[config.mk]
export PLATFORM = sky130hd
export DESIGN_NAME = instr_fetch_unit
export DESIGN_NICKNAME = d
export VERILOG_FILES = /design/src/rtl/instr_fetch_unit.sv
export SDC_FILE = /design/constraint.sdc
export NUM_CORES = 1
export LEC_CHECK = 0
export CAP_MARGIN = 5
export CORE_AREA = 8 8 73 75
export CTS_BUF_LIST = sky130_fd_sc_hd__clkbuf_4
export DETAILED_ROUTE_END_ITERATION = 8
export DIE_AREA = 0 0 81 83
export PLACE_DENSITY = 0.7
export SYNTH_ARGS = -nofsm -noshare
export SYNTH_HDL_FRONTEND = slang
export SYNTH_SLANG_ARGS = --single-unit
[constraint.sdc]
create_clock -name clk -period 1.7 [get_ports clk]
set_input_delay 0.34 -clock clk [delete_from_list [all_inputs] [get_ports clk]]
set_output_delay 0.34 -clock clk [all_outputs]
set_load 0.02 [all_outputs]
[src/rtl/instr_fetch_unit.sv]
// -----------------------------------------------------------------------------
// instr_fetch_unit
//
// Reader side of the 8-bit CPU's instruction memory port. Owns the PC, reads
// opcode (and, for LOAD/STORE, an address operand) bytes from a combinational
// instruction memory, and presents each complete instruction to the decoder
// as one bundle. Branch redirects discard any partial or held bundle. After an
// HLT bundle is accepted, fetching stops until reset.
//
// Handshake: a bundle transfers on a clk edge where instr_valid = 1 and
// instr_ready = 1 and branch_en = 0. While instr_valid = 1 and no transfer
// happens, every instr_* output holds its value. instr_valid never depends
// combinationally on instr_ready.
//
// Ports:
//   clk            in   1  system clock, rising edge
//   rst_n          in   1  synchronous active-low reset
//   imem_addr      out  8  instruction memory byte address (= pc)
//   imem_data      in   8  instruction memory read data (combinational)
//   instr_valid    out  1  bundle valid
//   instr_ready    in   1  decoder accepts the bundle
//   instr_opcode   out  8  first instruction byte
//   instr_operand  out  8  second byte, 8'h00 for 1-byte instructions
//   instr_two_byte out  1  bundle carries an operand
//   instr_pc       out  8  address of the opcode byte
//   branch_en      in   1  redirect request
//   branch_target  in   8  new PC when branch_en = 1
//   halted         out  1  HLT accepted; fetch stopped
//
// The FSM state is the internal signal "state" (type state_t) for checkers.
// -----------------------------------------------------------------------------
module instr_fetch_unit #(
    parameter logic [7:0] RESET_PC   = 8'h00,
    parameter logic [3:0] HLT_NIBBLE = 4'hF
) (
    input  logic       clk,
    input  logic       rst_n,
    output logic [7:0] imem_addr,
    input  logic [7:0] imem_data,
    output logic       instr_valid,
    input  logic       instr_ready,
    output logic [7:0] instr_opcode,
    output logic [7:0] instr_operand,
    output logic       instr_two_byte,
    output logic [7:0] instr_pc,
    input  logic       branch_en,
    input  logic [7:0] branch_target,
    output logic       halted
);

    typedef enum logic [1:0] {
        FETCH_OP  = 2'd0,
        FETCH_OPR = 2'd1,
        HOLD      = 2'd2,
        HALTED    = 2'd3
    } state_t;

    state_t     state;
    state_t     state_next;
    logic [7:0] pc;
    logic       two_byte;
    logic       redirect;
    logic       is_hlt;

    assign imem_addr = pc;

    // LOAD (1001xxxx) and STORE (1101xxxx) carry an address operand.
    assign two_byte = imem_data[7] & ~imem_data[5];

    // A redirect wins over everything except reset, including a same-cycle
    // handshake in HOLD; HALTED ignores it.
    assign redirect = branch_en && (state != HALTED);

    assign is_hlt = (instr_opcode[7:4] == HLT_NIBBLE);

    always_comb begin
        state_next = state;
        if (redirect) begin
            state_next = FETCH_OP;
        end else begin
            case (state)
                FETCH_OP:  state_next = two_byte ? FETCH_OPR : HOLD;
                FETCH_OPR: state_next = HOLD;
                HOLD: begin
                    if (instr_ready) begin
                        state_next = is_hlt ? HALTED : FETCH_OP;
                    end
                end
                HALTED:    state_next = HALTED;
                default:   state_next = FETCH_OP;
            endcase
        end
    end

    always_ff @(posedge clk) begin
        if (!rst_n) begin
            state <= FETCH_OP;
        end else begin
            state <= state_next;
        end
    end

    // Datapath registers follow the same decisions as the next-state logic.
    always_ff @(posedge clk) begin
        if (!rst_n) begin
            pc             <= RESET_PC;
            instr_valid    <= 1'b0;
            instr_opcode   <= 8'h00;
            instr_operand  <= 8'h00;
            instr_two_byte <= 1'b0;
            instr_pc       <= 8'h00;
            halted         <= 1'b0;
        end else if (redirect) begin
            pc          <= branch_target;
            instr_valid <= 1'b0;
        end else begin
            case (state)
                FETCH_OP: begin
                    instr_opcode   <= imem_data;
                    instr_pc       <= pc;
                    instr_two_byte <= two_byte;
                    pc             <= pc + 8'd1;
                    if (!two_byte) begin
                        instr_operand <= 8'h00;
                        instr_valid   <= 1'b1;
                    end
                end
                FETCH_OPR: begin
                    // pc wraps naturally: an opcode at FF reads its operand at 00.
                    instr_operand <= imem_data;
                    pc            <= pc + 8'd1;
                    instr_valid   <= 1'b1;
                end
                HOLD: begin
                    if (instr_ready) begin
                        instr_valid <= 1'b0;
                        if (is_hlt) begin
                            halted <= 1'b1;
                        end
                    end
                end
                default: begin
                    // HALTED: everything frozen until reset.
                end
            endcase
        end
    end

endmodule

---- Word level (Yosys, flattened, before mapping) ----
Cells that the tools add are included.
word-level totals
  flip-flop bits (word level) ............. 37
  input port bits ......................... 20
  output and inout bits ................... 35
  word-level logic and storage cells ...... 42
cells by class
  $add $sub $neg .......................... 1
  eq/ne operators ......................... 7
  multiplexer cells ....................... 11
  bitwise logic cells ..................... 4
  reduce and logical (&&, ||, !) cells .... 11
operators with widths
  cell                 count
  $mux 8               3
  $pmux 8 s2           1
  $add 8x1->8 const B  1
  $pmux 2 s4           1
  $mux 2               3
  $ne 2x2->1 const B   3
  $reduce_and 3->1     2
  $eq 2x2->1 const B   2
  $eq 4x4->1 const B   1
  $reduce_and 4->1     1
  $reduce_bool 2->1    2
  $reduce_or 2->1      2
  $not 1->1            3
  $pmux 1 s3           1
  $reduce_bool 3->1    1
  $eq 2x1->1 const B   1
  $logic_not 2->1      1
  $mux 1               2
  $reduce_and 2->1     1
  $and 1x1->1          1
  $logic_and 1x1->1    1

---- Logic depth before layout (Yosys ltp) ----
Gate-level depths: netlist of the first run.
  depth after elaboration ................. 4
  gate-level depth with buffers ........... 6
  mapped depth without buffers ............ 4

---- Worst setup path before layout of the first run ----
No wires, ideal clock.
  kind .................................... register to register
  start ................................... reg state[1]
  end ..................................... reg pc[5] (netlist: imem_addr[5])
  data arrival time ....................... 1.335 ns
  required time ........................... 1.621 ns
  slack ................................... 0.286 ns
  stages on the path, launching flop included .. 6
  path buffers ............................ 2
  cell sequence ........................... dfxtp_1 -> buf_6 -> or2_0 -> clkbuf_2 -> or4_1 -> o211ai_1
on the way
  cells in the longest elaborated chain, start to end .. 3
  elaborated cells between the ends (all ways) .. 7
RTL lines
  element                                                                line  text
  from (decl)                                                            58    state_t state;
  from (signal assigned)                                                 99    state <= state_next;
  $eq 2x1->1 (tied with other cells)                                     117   case (state)
  $reduce_or 2->1 (no line) / $logic_and 1x1->1 (equally long branches)  -
  $reduce_bool 2->1 (no line) / $mux 8 (equally long branches)           -
  to (signal assigned)                                                   114   pc <= branch_target;
  to (signal assigned)                                                   122   pc <= pc + 8'd1;
  to (signal assigned)                                                   131   pc <= pc + 8'd1;
  to (decl)                                                              60    logic [7:0] pc;
Parallel ways exist; a longest one is shown, timed or not.
A chain may end at the register's enable or synchronous reset.

---- Final worst setup path of the first run ----
  start ................................... reg instr_opcode[5]
  end ..................................... out instr_opcode[5]
RTL lines
  element                 line  text
  from (decl)             42    output logic [7:0] instr_opcode,
  from (signal assigned)  119   instr_opcode <= imem_data;
No word-level cell between the ends.

==> summary.md, run 1 <==
| Metric | Value |
|---|---|
| Fin crit period | 1.65 ns |
| Area grow syn2layout | 50.0% |
| CP endpoint | instr_opcode[5] |
| Worst-Margin Slew | about 0.40 ns |
| Drt first pass iters | 4 |
| Capturing point of the worst reg2reg path | imem_addr[7] |
| Clk buf depth | 2 |
| RSZ-0062 raised after global routing | no |
| All-Layer GR Usage | 14.3% |
| Clock Sinks | 37 |
| CP max stage delay | 0.61 ns |
| Number of synthesized register bits | 37 |
| CTS tree | done |
| Non-filler cells, final | 311 |
| Most used DFF post-synth | dfxtp_1 |
| Area of the multi-input gates | about 770 um^2 |
| Cell area after synthesis | ~1600 um^2 |
| Crit Path Max Fanout | 3 |
| Largest net degree at the start of global routing | 20 |
| Syn Area/Cell | 8.33 um^2 |
| Register area share after synthesis | 46.5% |
| Root Buffer Master | clkbuf_4 |
| Gr busiest metal | met2 |
| Crit start category | register |
| Hold Crit Class | reg -> reg |
| Fillcell total | 411 |
| Clk Latency, worst-skew pair | 0.34 ns |
| Die area | 6720 um^2 |
| FF-to-FF path depth | 3 |
| Hold Fails Final Rpt | 0 |
| Worst hold start | instr_opcode[2] |
| Layout cell share with drive strength beyond 1 | 12.7% |
| Met2 usage | 23.0% |
| Mapped Cells | 191 |
| Crit path depth | 1 |
| Design area | 2390 um^2 |
| Total core area | 4200 um^2 |
| DRC errors left | 0 |
| FF-to-FF Start | imem_addr[2] |
| Largest area contributor in the netlist | dfxtp_1 |
| Setup TNS Final | 0 ns |
| Vias per Instance | 5.18 |
| Kind of end point of the critical path | output port |
| Final ANT Viol Nets | 0 |
| Peak VDD IR | 0.501 mV |
| Final net count | about 280 |
| Final Wtd Congestion | 0.755 |
| Yosys warns | 0 |
| Area contributors post-synth | dfxtp_1 47%, a21oi_1 9.4%, nand2_1 9.2% |
| Vias in the first global route | 1660 |
| Core Rows | 24 |
| Initial core utilization | 37.9% |
| Worst Setup SP | instr_opcode[5] |
| WL per Instance | between 15 and 20 um |
| Final period util | 96.9% |
| CP Cell Sequence | clkdlybuf4s50_1 |
| DRT iter0 DRCs | 133 |
| Setup Skew | between 0.01 and 0.015 ns |
| WS Path Type | reg -> out |
| Post-Syn Nets | 212 |
| Maximum clock rate | 0.607 GHz |
| Total gr overflow | 0 |
| Inserted Diodes | 0 |
| Power after layout | between 1.5 and 2 mW |
| CP required | 1.36 ns |
| Placed instance area | 2300 um^2 |
| Yosys top cell area share | between 40% and 50% |
| # placed instances | about 300 |
| Cell family with most CP delay | buffers and inverters |
| Slowest library cell on the worst path | clkdlybuf4s50_1 |
| Status | completed |
| DPL Wire Length | 3520 um |
| Lkg Pwr | roughly 0.97 nW |
| Global-route wire length before repair | 7740 um |
| H-tree levels | 2 |
| Worst slew margin | about 73% |
| Clk pin slew, worst setup/hold paths | 0.11 ns |
| Register area | approximately 740 um^2 |
| # port buffers | 54 |
| Crit path buf inv count | 1 |
| Unique masters post-synth | 36 |
| Met3 track demand over resource | 5.50% |
| Initial antenna violation count | 0 |
| IO Count | 55 |
| Synth cell count leaders | 39 x nand2_1, 37 x dfxtp_1, 30 x a21oi_1 |
| Slew Viols, Final | 0 |
| Final setup fails | 0 |
| WP data arrival | 1.31 ns |
| Via Count | 1612 |
| Most common cell in the netlist | nand2_1 |
| Number of enable flip-flop cells after synthesis | 0 |
| Grt met1 use | 16.5% |
| Maxcap violations | 0 |
| Die height | ~83 um |
| Reg2Reg Setup Slack | 0.29 ns |
| PwrDens | 812 nW/um^2 |
| CTS Buf Count | 5 |
| Die X-Extent | 81 um |
| Routed WL | 4760 um |
| Asr flop ratio synth | 0% |
## layout make-up
| type | instances | area share (%) |
|---|---|---|
| Timing Repair Buffer | 76 | 30.3 |
| Tap cell | 52 | 2.73 |
| Clock buffer | 6 | 1.89 |
| Inverter | 1 | 0.157 |
| Multi-Input combinational cell | 137 | 32.4 |
| Clock inverter | 2 | 1.42 |
| Sequential cell | 37 | 31.0 |
## state kept, by name, summed over array words and instances (netlist names)
name            cells
instr_two_byte      1
instr_operand       8
imem_addr           8
instr_valid         1
instr_opcode        8
state               2
instr_pc            8
halted              1
## metal layers
layer	vias to the layer above	part of all wire [%]
li1	815	-
met4	0	1.3
met1	738	44
met2	52	46
met5	-	0
met3	7	9.3
## per-stage QoR
step / util [%] / worst slack (ns) / hold WS [ns]
2_1_floorplan: - / 0.286 / 0.476
3_3_place_gp: 54.8 / -0.00448 / 0.444
3_5_place_dp: 54.8 / -0.0594 / 0.448
4_1_cts: 56.4 / 0.000657 / 0.463
5_1_grt: 56.8 / 0.00405 / 0.501
6_report: 56.8 / 0.0524 / 0.459
## how the worst min path moves through the flow
stage | cells past startpoint | slack, ns | endpoint
3_3_place_gp | 2 | 0.44 | instr_opcode[2]
3_5_place_dp | 2 | 0.45 | instr_opcode[2]
5_1_grt | 2 | 0.50 | instr_opcode[1]
6_report | 2 | 0.46 | instr_opcode[2]
4_1_cts | 2 | 0.46 | instr_pc[7]
2_1_floorplan | 2 | 0.48 | imem_addr[0]
## cell usage in the layout (no fill, tap or decap), types with 2 or more instances in the layout
master and n:
o2111ai_1 2, clkdlybuf4s50_1 41, a21oi_1 30, dfxtp_1 37
nand4_1 2, a211oi_1 2, nor2_1 4, dlymetal6s2s_1 6
a32oi_1 2, o21ai_0 13, nand2_1 39, dlygate4sd2_1 7
or3_1 4, o211ai_1 2, nand2b_1 4, clkbuf_4 6
buf_4 21, a31oi_1 4, nand3_1 2, nand4b_1 9
xor2_1 2, or4_1 2
## logic make-up (layout without fill, tap and decap cells)
family | after synthesis | after routing | share of synthesized area, %
multiplexers | 1 | 1 | 0.629
XOR/XNOR | 3 | 3 | 1.65
AO/OA/AOI/OAI | 59 | 59 | 21.5
flip-flops | 37 | 37 | 46.5
AND/OR/NAND/NOR | 73 | 73 | 24.1
adder cells (fa/ha/maj) | 1 | 1 | 0.786
buffers and inverters | 17 | 85 | 4.79
## power by group
part	leakage [nW]	internal (mW)	switching [mW]
Combinational	0.623	0.187	0.196
Sequential	0.303	0.908	0.0330
Clock	0.0433	0.322	0.293
Total	0.969	1.42	0.522
## repair_timing
| action | CTS | global route |
|---|---|---|
| buffers inserted | 0 | 0 |
| gates resized for setup | 7 | 6 |
| hold buffers | 0 | 0 |
| endpoints found under the setup margin | 7 | 6 |
Note: power is estimated with default switching activity, not from simulation.
==> inputs of run 2 (changes only) <==
CORE_AREA = 8 8 87 70   (was 8 8 73 75)
DIE_AREA = 0 0 95 78   (was 0 0 81 83)
DONT_BUFFER_PORTS = 1   (was not set)
PLACE_DENSITY = 0.49   (was 0.7)
==> run 2 against run 1 <==
  * Global-route usage fell by 1.2 points
  * First-iteration DRC count fell by 53%
  * Utilization fell by 19 points
  * Via count fell by 14%
  * Sequential share of layout area rose by 10 points
  * Non-clock buffer count fell by 64
  * Total power rose by 0.17%
  * Maximum frequency rose by 10%
  * Final area fell by 25%
  * Highest routed layer unchanged
==> summary.md, run 2 (synthesis results as in run 1) <==
| Metric | Value |
|---|---|
| Most common cell after layout, fill and taps aside | nand2_1 |
| CP required | 1.98 ns (+0.62 ns) |
| Core Rows | 22 (-8.3%) |
| Commonest cells after routing, fill and taps aside | 39 x nand2_1, 37 x dfxtp_1, 30 x a21oi_1 |
| Root Buffer Master | clkbuf_4 |
| Largest net degree at the start of global routing | 33 (+65%) |
| Clock Sinks | 37 (unchanged) |
| Slew Viols, Final | 0 (unchanged) |
| Hold Fails Final Rpt | 0 (unchanged) |
| Capturing point of the worst reg2reg path | imem_addr[5] |
| Worst hold endpoint | halted |
| CP max stage delay | 0.63 ns (+0.02 ns) |
| Clk pin slew, worst setup/hold paths | 0.12 ns (about the same) |
| CTS tree | done |
| Worst slew margin | 49.6% (-24 points) |
| Slowest library cell on the worst path | nor2_1 |
| Fin crit period | 1.49 ns (-0.155 ns) |
| Crit path buf inv count | 0 (-1) |
| Non-filler cells, final | 255 (-18%) |
| Worst hold start | rst_n |
| Global-route wire length before repair | 7470 um (-3.6%) |
| Layout cell share with drive strength beyond 1 | 12.3% (-0.43 points) |
| Die area | 7410 um^2 (+10%) |
| IO Count | 55 (unchanged) |
| Placed instance area | 1680 um^2 (-27%) |
| H-tree levels | 2 (unchanged) |
| WP data arrival | 1.77 ns (+0.46 ns) |
| CP Cell Sequence | nor2_1 -> o2111ai_1 -> o211ai_1 |
| DRT iter0 DRCs | 63 (-53%) |
| Crit start category | register |
| Worst-Margin Slew | 0.753 ns (+0.354 ns) |
| WS Path Type | reg -> reg |
| Post-CTS setup buffer count | 0 (unchanged) |
| Setup TNS Final | 0 ns (unchanged) |
| Initial antenna violation count | 0 (unchanged) |
| All-Layer GR Usage | 13.1% (-1.2 points) |
| Die X-Extent | 95 um (+17%) |
| Hold Crit Class | in -> reg |
| FF-to-FF Start | state[1] |
| FF-to-FF path depth | 3 (unchanged) |
| Routed WL | 4660 um (-2.1%) |
| Area grow syn2layout | 12.3% |
| Setup Slack @ Placement | 0.260 ns (+0.319 ns) |
| Crit Path Max Fanout | 11 (+8) |
| Final setup fails | 0 (unchanged) |
| Final worst slack | 0.208 ns (+0.155 ns) |
| # port buffers | 0 (-100%) |
| PwrDens | 1090 nW/um^2 (+34%) |
| Vias per Instance | 5.42 (+4.6%) |
| Total core area | 4710 um^2 (+12%) |
| # placed instances | 247 (-18%) |
| Design area | 1790 um^2 (-25%) |
| Drt first pass iters | 4 (unchanged) |
| Maxcap violations | 0 (unchanged) |
| Vias in the first global route | 1330 (-20%) |
| Initial core utilization | 33.8% (-4.0 points) |
| Reg2Reg Setup Slack | 0.21 ns (-0.08 ns) |
| Post-CTS resize count | 0 (-7) |
| Final ANT Viol Nets | 0 (unchanged) |
| RSZ-0062 raised after global routing | no |
| Clk buf depth | 2 (unchanged) |
| DPL Wire Length | 3470 um (-1.4%) |
| Status | completed |
| WL per Instance | 18.3 um (+19%) |
| Via Count | 1382 (-14%) |
| Worst Hold Depth | 1 (-1) |
| Lkg Pwr | 0.610 nW (-37%) |
| CTS Buf Count | 5 (unchanged) |
| CTS Hold Buffers Added | 0 (unchanged) |
| Kind of end point of the critical path | register |
| Total gr overflow | 0 (unchanged) |
| DRC errors left | 0 (unchanged) |
| Final Wtd Congestion | 0.785 (+3.9%) |
| Clk Latency, worst-skew pair | 0.35 ns (about the same) |
| Peak VDD IR | 0.478 mV (-4.5%) |
| Die height | 78 um (-6.0%) |
| Maximum clock rate | 0.670 GHz (+10%) |
| Cell family with most CP delay | simple AND/OR/NAND/NOR gates |
| Inserted Diodes | 0 (unchanged) |
| Final period util | 87.8% (-9.1 points) |
| Setup Skew | 0.00935 ns (-0.000847 ns) |
| Final net count | 215 (-23%) |
run 2: cell types whose count changed in the layout (fill, tap and decap cells not counted), sizes merged:
cell           delta
buf              -10
dlygate4sd2       -7
clkdlybuf4s50    -41
dlymetal6s2s      -6
bufinv            +1
clkbuf            -1
run 2: how the worst max path moves through the flow:
stage	start	endpoint	depth (start not counted)
after floorplan	state[1]	imem_addr[5]	5
after global placement	state[1]	instr_operand[6]	3
after detailed placement	state[1]	imem_addr[5]	3
after CTS	state[1]	imem_addr[5]	3
after global routing	state[1]	imem_addr[5]	3
final	state[1]	imem_addr[5]	3
run 2: per-layer routing:
layer  share of wire, %  wire (um)  up-vias  GRT usage [%]
met5                  0          0        -              0
met4                1.4         65        0           4.67
met3                9.4        439        6           5.67
met2                 43       2010       38           17.8
met1                 46       2140      648           17.8
li1                   -          -      690              -
run 2: metrics by stage:
| stage | util, % | power, mW | hold slack [ns] |
|---|---|---|---|
| floorplan | - | 1.14 | 0.476 |
| global placement | 35.8 | 1.20 | 0.460 |
| detailed placement | 35.8 | 1.20 | 0.464 |
| CTS | 38.0 | 1.96 | 0.0866 |
| global route | 38.0 | 2.04 | 0.0807 |
| finish | 38.0 | 1.94 | 0.104 |
run 2: power breakdown:
group / switching (mW) / internal (mW)
Sequential: 0.0811 / 0.908
Clock: 0.307 / 0.455
Combinational: 0.116 / 0.0750
Total: 0.504 / 1.44
run 2: worst register-to-register path, cell delays in order, from the launching register on:
cell       delay [ns]
dfxtp_1          0.43
nor2_1           0.63
o2111ai_1        0.22
o211ai_1         0.15
run 2: layout make-up:
| type | instances | area, um^2 |
|---|---|---|
| Fill cell | 472 | 2920 |
| Clock inverter | 3 | 65.1 |
| Timing Repair Buffer | 12 | 90.1 |
| Sequential cell | 37 | 741 |
| Multi-Input combinational cell | 137 | 774 |
| Inverter | 1 | 3.75 |
| Clock buffer | 5 | 37.5 |
| Tap cell | 60 | 75.1 |
==> edit 1, RTL diff (flow settings as in run 2) <==
Add an input register stage for `branch_target`, without a reset; this delays it by one clock. The other inputs are not delayed to match.
--- a/src/rtl/instr_fetch_unit.sv
+++ b/src/rtl/instr_fetch_unit.sv
@@ -55,6 +55,12 @@
         HALTED    = 2'd3
     } state_t;
 
+    logic [7:0] branch_target_q;
+
+    always_ff @(posedge clk) begin
+        branch_target_q <= branch_target;
+    end
+
     state_t     state;
     state_t     state_next;
     logic [7:0] pc;
@@ -111,7 +117,7 @@
             instr_pc       <= 8'h00;
             halted         <= 1'b0;
         end else if (redirect) begin
-            pc          <= branch_target;
+            pc          <= branch_target_q;
             instr_valid <= 1'b0;
         end else begin
             case (state)
Formal check against the unedited RTL: not equivalent (Yosys sat finds a counterexample within 4 cycles, from zero or initial values and one cycle with rst_n low).
==> edit 1 against run 2 <==
  * Sequential cell count is 8 higher
  * Synthesized area is 9.1% higher
  * Power is 3.3% lower
  * Routed wire length is 1.6% higher
  * Die area stayed put
  * Final area is 11% higher
  * Setup slack better by 0.046 ns
==> edit 1: results (changes against run 2) <==
| Metric | Value |
|---|---|
| Total GRT Usage | 13.0% (was 13.1%) |
| Max-cap check violation count | 0 (unchanged) |
| Ys Warns | 0 (unchanged) |
| Largest cells by area after synthesis | dfxtp_1 52%, a21oi_1 8.6%, nand2_1 8.2% (was dfxtp_1 47%, a21oi_1 9.4%, nand2_1 9.2%) |
| Register area share after synthesis | 51.9% (was 46.5%) |
| Initial antenna violation count | 0 (unchanged) |
| Max FO, Critical Path | 10 (was 11) |
| P_leak | 0.000703 µW (was 0.000610 µW) |
| Clk_skew | 0.00588 ns (was 0.00935 ns) |
| Syn Nets | 220 (was 212) |
| Outcome | finished clean (unchanged) |
| Post-Layout Cell Count | 273 (was 255) |
| Max Buffers Root-to-Sink | 2 (unchanged) |
| DRT iter0 DRCs | 101 (was 63) |
| Fraction of final layout cells sized beyond drive strength 1 | 11.3% (was 12.3%) |
| First-pass GRT wire length | 7.51 mm (was 7.47 mm) |
| Switch share | 27.6% (was 25.9%) |
| Worst vdd ir | 537 µV (was 478 µV) |
| Pre-CTS setup slack | 0.280 ns (was 0.260 ns) |
| Fin nets | 234 (was 215) |
| FILL cells | 472 (unchanged) |
| Asr flop ratio synth | 0% (unchanged) |
| Via Count | 1448 (was 1382) |
| Post-CTS Resized | 0 (unchanged) |
| Most common library cells after synthesis | 45 x dfxtp_1, 38 x nand2_1, 30 x a21oi_1 (was 39 x nand2_1, 37 x dfxtp_1, 30 x a21oi_1) |
| HP Class | in -> reg (unchanged) |
| Largest net degree at the start of global routing | 32 (was 33) |
| DP Wirelength | 3.50 mm (was 3.47 mm) |
| Antenna Cells | 0 (unchanged) |
| Worst-skew pair later-pin latency | between 0.3 and 0.4 ns |
| Clk pin slew, worst setup/hold paths | 0.12 ns (about the same) |
| Total CTS buffers | 5 (unchanged) |
| Clk root buf | clkbuf_4 (unchanged) |
| H-tree depth | 2 (unchanged) |
| Cells after Synth | 199 (was 191) |
| Placed cell count | 258 (was 247) |
| Detailed Route WL | 4.73 mm (was 4.66 mm) |
| First-pass DRT Iterations | 4 (unchanged) |
| I/O Buffers | 0 (unchanged) |
| Distinct cells, synth | 40 (was 36) |
| GRT overflow | 0 (unchanged) |
| Slew @ Worst Pin | 0.610 ns (was 0.753 ns) |
| CP arrival | 1.71 ns (was 1.77 ns) |
| RD Place Congestion | 0.821 (was 0.785) |
| Vias in the first global route | 1421 (was 1330) |
==> edit 1: logic make-up (layout without fill, tap and decap cells) <==
logic type               Yosys count  after routing  share of synthesized area (%)
AO/OA/AOI/OAI                     61             61                           20.5
buffers and inverters             17             31                           4.39
multiplexers                       1              1                          0.576
flip-flops                        45             45                           51.9
AND/OR/NAND/NOR                   71             71                           20.5
adder cells (fa/ha/maj)            1              1                          0.720
XOR/XNOR                           3              3                           1.51
==> edit 1: worst max-delay path, cell delays in order (launching register included) <==
cell and delay [ns]:
dfxtp_1 0.39, buf_4 0.19, nor3b_2 0.45, a2bb2oi_1 0.13
o31ai_1 0.21
==> edit 1: path summary, 6_finish.rpt <==
check	end	start	cells after the start	slack (ns)
setup / recovery	state[0]$_SDFFE_PP0P_	state[0]$_SDFFE_PP0P_	4	0.25
hold / removal	state[0]$_SDFFE_PP0P_	branch_en	1	0.09
setup reg to reg	state[0]$_SDFFE_PP0P_	state[0]$_SDFFE_PP0P_	4	0.25
hold reg to reg	imem_addr[0]$_SDFFE_PN0P_	branch_target_q[0]$_DFF_P_	2	0.45
==> edit 1: what timing repair did <==
action                    4_1_cts  5_1_grt
hold buffers                    8        0
buffers inserted                0        0
hold endpoints to repair        8        0
==> edit 1: final cells by class <==
cell class	count	share of cell area, %
flip-flops and latches	45	45.6
multi-input cells	137	38.4
repair buffers	22	9.37
well taps	60	3.80
clock buffers	6	2.28
inverters	2	0.380
clock inverters	1	0.190
==> edit 1: power by group through the flow <==
stage	registers, µW	logic [µW]	clock network (µW)
6_report	1180	212	482
5_1_grt	1190	237	555
4_1_cts	1190	214	506
3_5_place_dp	1210	199	0
3_3_place_gp	1210	193	0
2_1_floorplan	1210	131	0
==> edit 1: routing by layer <==
metal	wire length, µm	up-vias	track usage, %	part of all wire (%)
li1	-	736	-	-
met1	2180	666	17.3	46
met2	2020	44	17.4	43
met3	509	2	6.06	11
met4	22	0	5.44	0.47
met5	0	-	0	0
==> edit 1: through the flow <==
stage | hold WS, ns | instance area [µm²]
2_1_floorplan | 0.368 | 1740
3_3_place_gp | 0.368 | 1850
3_5_place_dp | 0.368 | 1850
4_1_cts | 0.0693 | 1980
5_1_grt | 0.0475 | 1980
6_report | 0.0884 | 1980
==> edit 2, RTL diff (config.mk and constraints of run 2) <==
Made on the original files. Change the parameter `HLT_NIBBLE` from 4'hF to 4'h7.
--- a/src/rtl/instr_fetch_unit.sv
+++ b/src/rtl/instr_fetch_unit.sv
@@ -31,7 +31,7 @@
 // -----------------------------------------------------------------------------
 module instr_fetch_unit #(
     parameter logic [7:0] RESET_PC   = 8'h00,
-    parameter logic [3:0] HLT_NIBBLE = 4'hF
+    parameter logic [3:0] HLT_NIBBLE = 4'h7
 ) (
     input  logic       clk,
     input  logic       rst_n,
Behaviour: not the same (Yosys sat finds a counterexample within 4 cycles, from zero or initial values and one cycle with rst_n low).
==> edit 2 against run 2 <==
  * Setup slack better by 0.010 ns
  * Final area down 2.9%
  * Power down 16%
  * Routed wire length up 1.1%
  * Sequential cell count unchanged
  * Synthesized cell count unchanged
  * Maximum frequency up 0.68%
  * Count of clock-buffer cells in the layout up 1
  * Synthesized area up 0.16%
  * Sequential share of layout area up 1.2 points
  * Non-clock buffer count unchanged
==> edit 2: results (changes against run 2) <==
| Metric | Value |
|---|---|
| Outcome | finished clean (unchanged) |
| Largest net degree at the start of global routing | 18 (was 33) |
| Ys Warns | 0 (unchanged) |
| Vias in the first global route | 1338 (was 1330) |
| Register area share after synthesis | 46.5% (about the same) |
| Synth Area in Adders | 0.785% (was 0.786%) |
| Post-synthesis xor/xnor area fraction | 1.65% (about the same) |
| Total GRT Usage | 12.9% (was 13.1%) |
| Detailed Route WL | 4.71 mm (was 4.66 mm) |
| RD Place Congestion | 0.826 (was 0.785) |
| Slew @ Worst Pin | 0.593 ns (was 0.753 ns) |
| Total setup buffers inserted after CTS | 0 (unchanged) |
| DP Wirelength | 3.58 mm (was 3.47 mm) |
| Fin nets | 215 (unchanged) |
| Largest cells by area after synthesis | dfxtp_1 46%, a21oi_1 9.4%, nand2_1 9.2% (was dfxtp_1 47%, a21oi_1 9.4%, nand2_1 9.2%) |
| Dpl cell area | 0.00169 mm² (was 0.00168 mm²) |
| Worst vdd ir | 420 µV (was 478 µV) |
| DRT iter0 DRCs | 160 (was 63) |
| First-pass GRT wire length | 7.46 mm (was 7.47 mm) |
| Post-synthesis mux area share | 0.628% (was 0.629%) |
| Worst Hold Depth | 1 (unchanged) |
| GRT overflow | 0 (unchanged) |
| M1 GR Usage | 17.0% (was 17.8%) |
| Vias/cell | 5.60 (was 5.42) |
| Worst R2R Setup Slack | about 0.22 ns |
| Final hold slack | 0.108 ns (was 0.104 ns) |
| Fraction of final layout cells sized beyond drive strength 1 | 11.3% (was 12.3%) |
| CP arrival | 1.74 ns (was 1.77 ns) |
| GRT met2 Usage | 18.1% (was 17.8%) |
| Clk_skew | 0.0132 ns (was 0.00935 ns) |
| R2R depth | 3 (unchanged) |
| P_leak | 0.000583 µW (was 0.000610 µW) |
| Post-synthesis compound-gate area fraction | 21.4% (was 21.5%) |
edit 2: critical path, stage by stage, from the launching register on:
cell and delay [ns]:
dfxtp_1 0.43, or2_0 0.32, or4_1 0.55, o211ai_1 0.10
edit 2: kinds of logic (layout without fill, tap and decap cells):
group           count (synthesis)  count (layout)
simple gates                   73              73
compound gates                 59              59
flops                          37              37
buf+inv                        17              20
xor+xnor                        3               3
fa+ha+maj                       1               1
mux                             1               1
edit 2: per-layer routing:
metal	vias to the layer above	wire, µm	share of wire, %
li1	684	-	-
met1	671	2050	44
met2	57	2060	44
met3	10	489	10
met4	0	97	2.1
met5	-	0	0
edit 2: per-stage QoR:
stage	std cells	util (%)	worst slack, ns
3_3_place_gp	247	35.8	0.319
2_1_floorplan	191	-	0.286
4_1_cts	254	36.9	0.236
5_1_grt	254	36.9	0.0730
6_report	254	36.9	0.218
3_5_place_dp	247	35.8	0.260
edit 2: worst max path at each step:
stage,end,depth (start not counted)
floorplan,imem_addr[5]$_SDFFE_PN0P_,5
global placement,imem_addr[7]$_SDFFE_PN0P_,3
detailed placement,imem_addr[7]$_SDFFE_PN0P_,3
CTS,imem_addr[7]$_SDFFE_PN0P_,3
global route,instr_opcode[1]$_SDFFE_PN0P_,3
finish,imem_addr[5]$_SDFFE_PN0P_,3
edit 2: final cells by class:
class,instances,area (µm²)
fill,496,2970
multi-input combinational,137,777
sequential,37,741
timing repair buffer,12,90.1
tap,60,75.1
clock buffer,6,45.0
clock inverter,1,3.75
inverter,1,3.75
edit 2: where the power goes:
group	switching, µW	leakage (µW)	internal, µW
sequential	82.0	0.000303	908
clock	275	0.0000292	166
combinational	117	0.000252	75.6
total	473	0.000583	1150
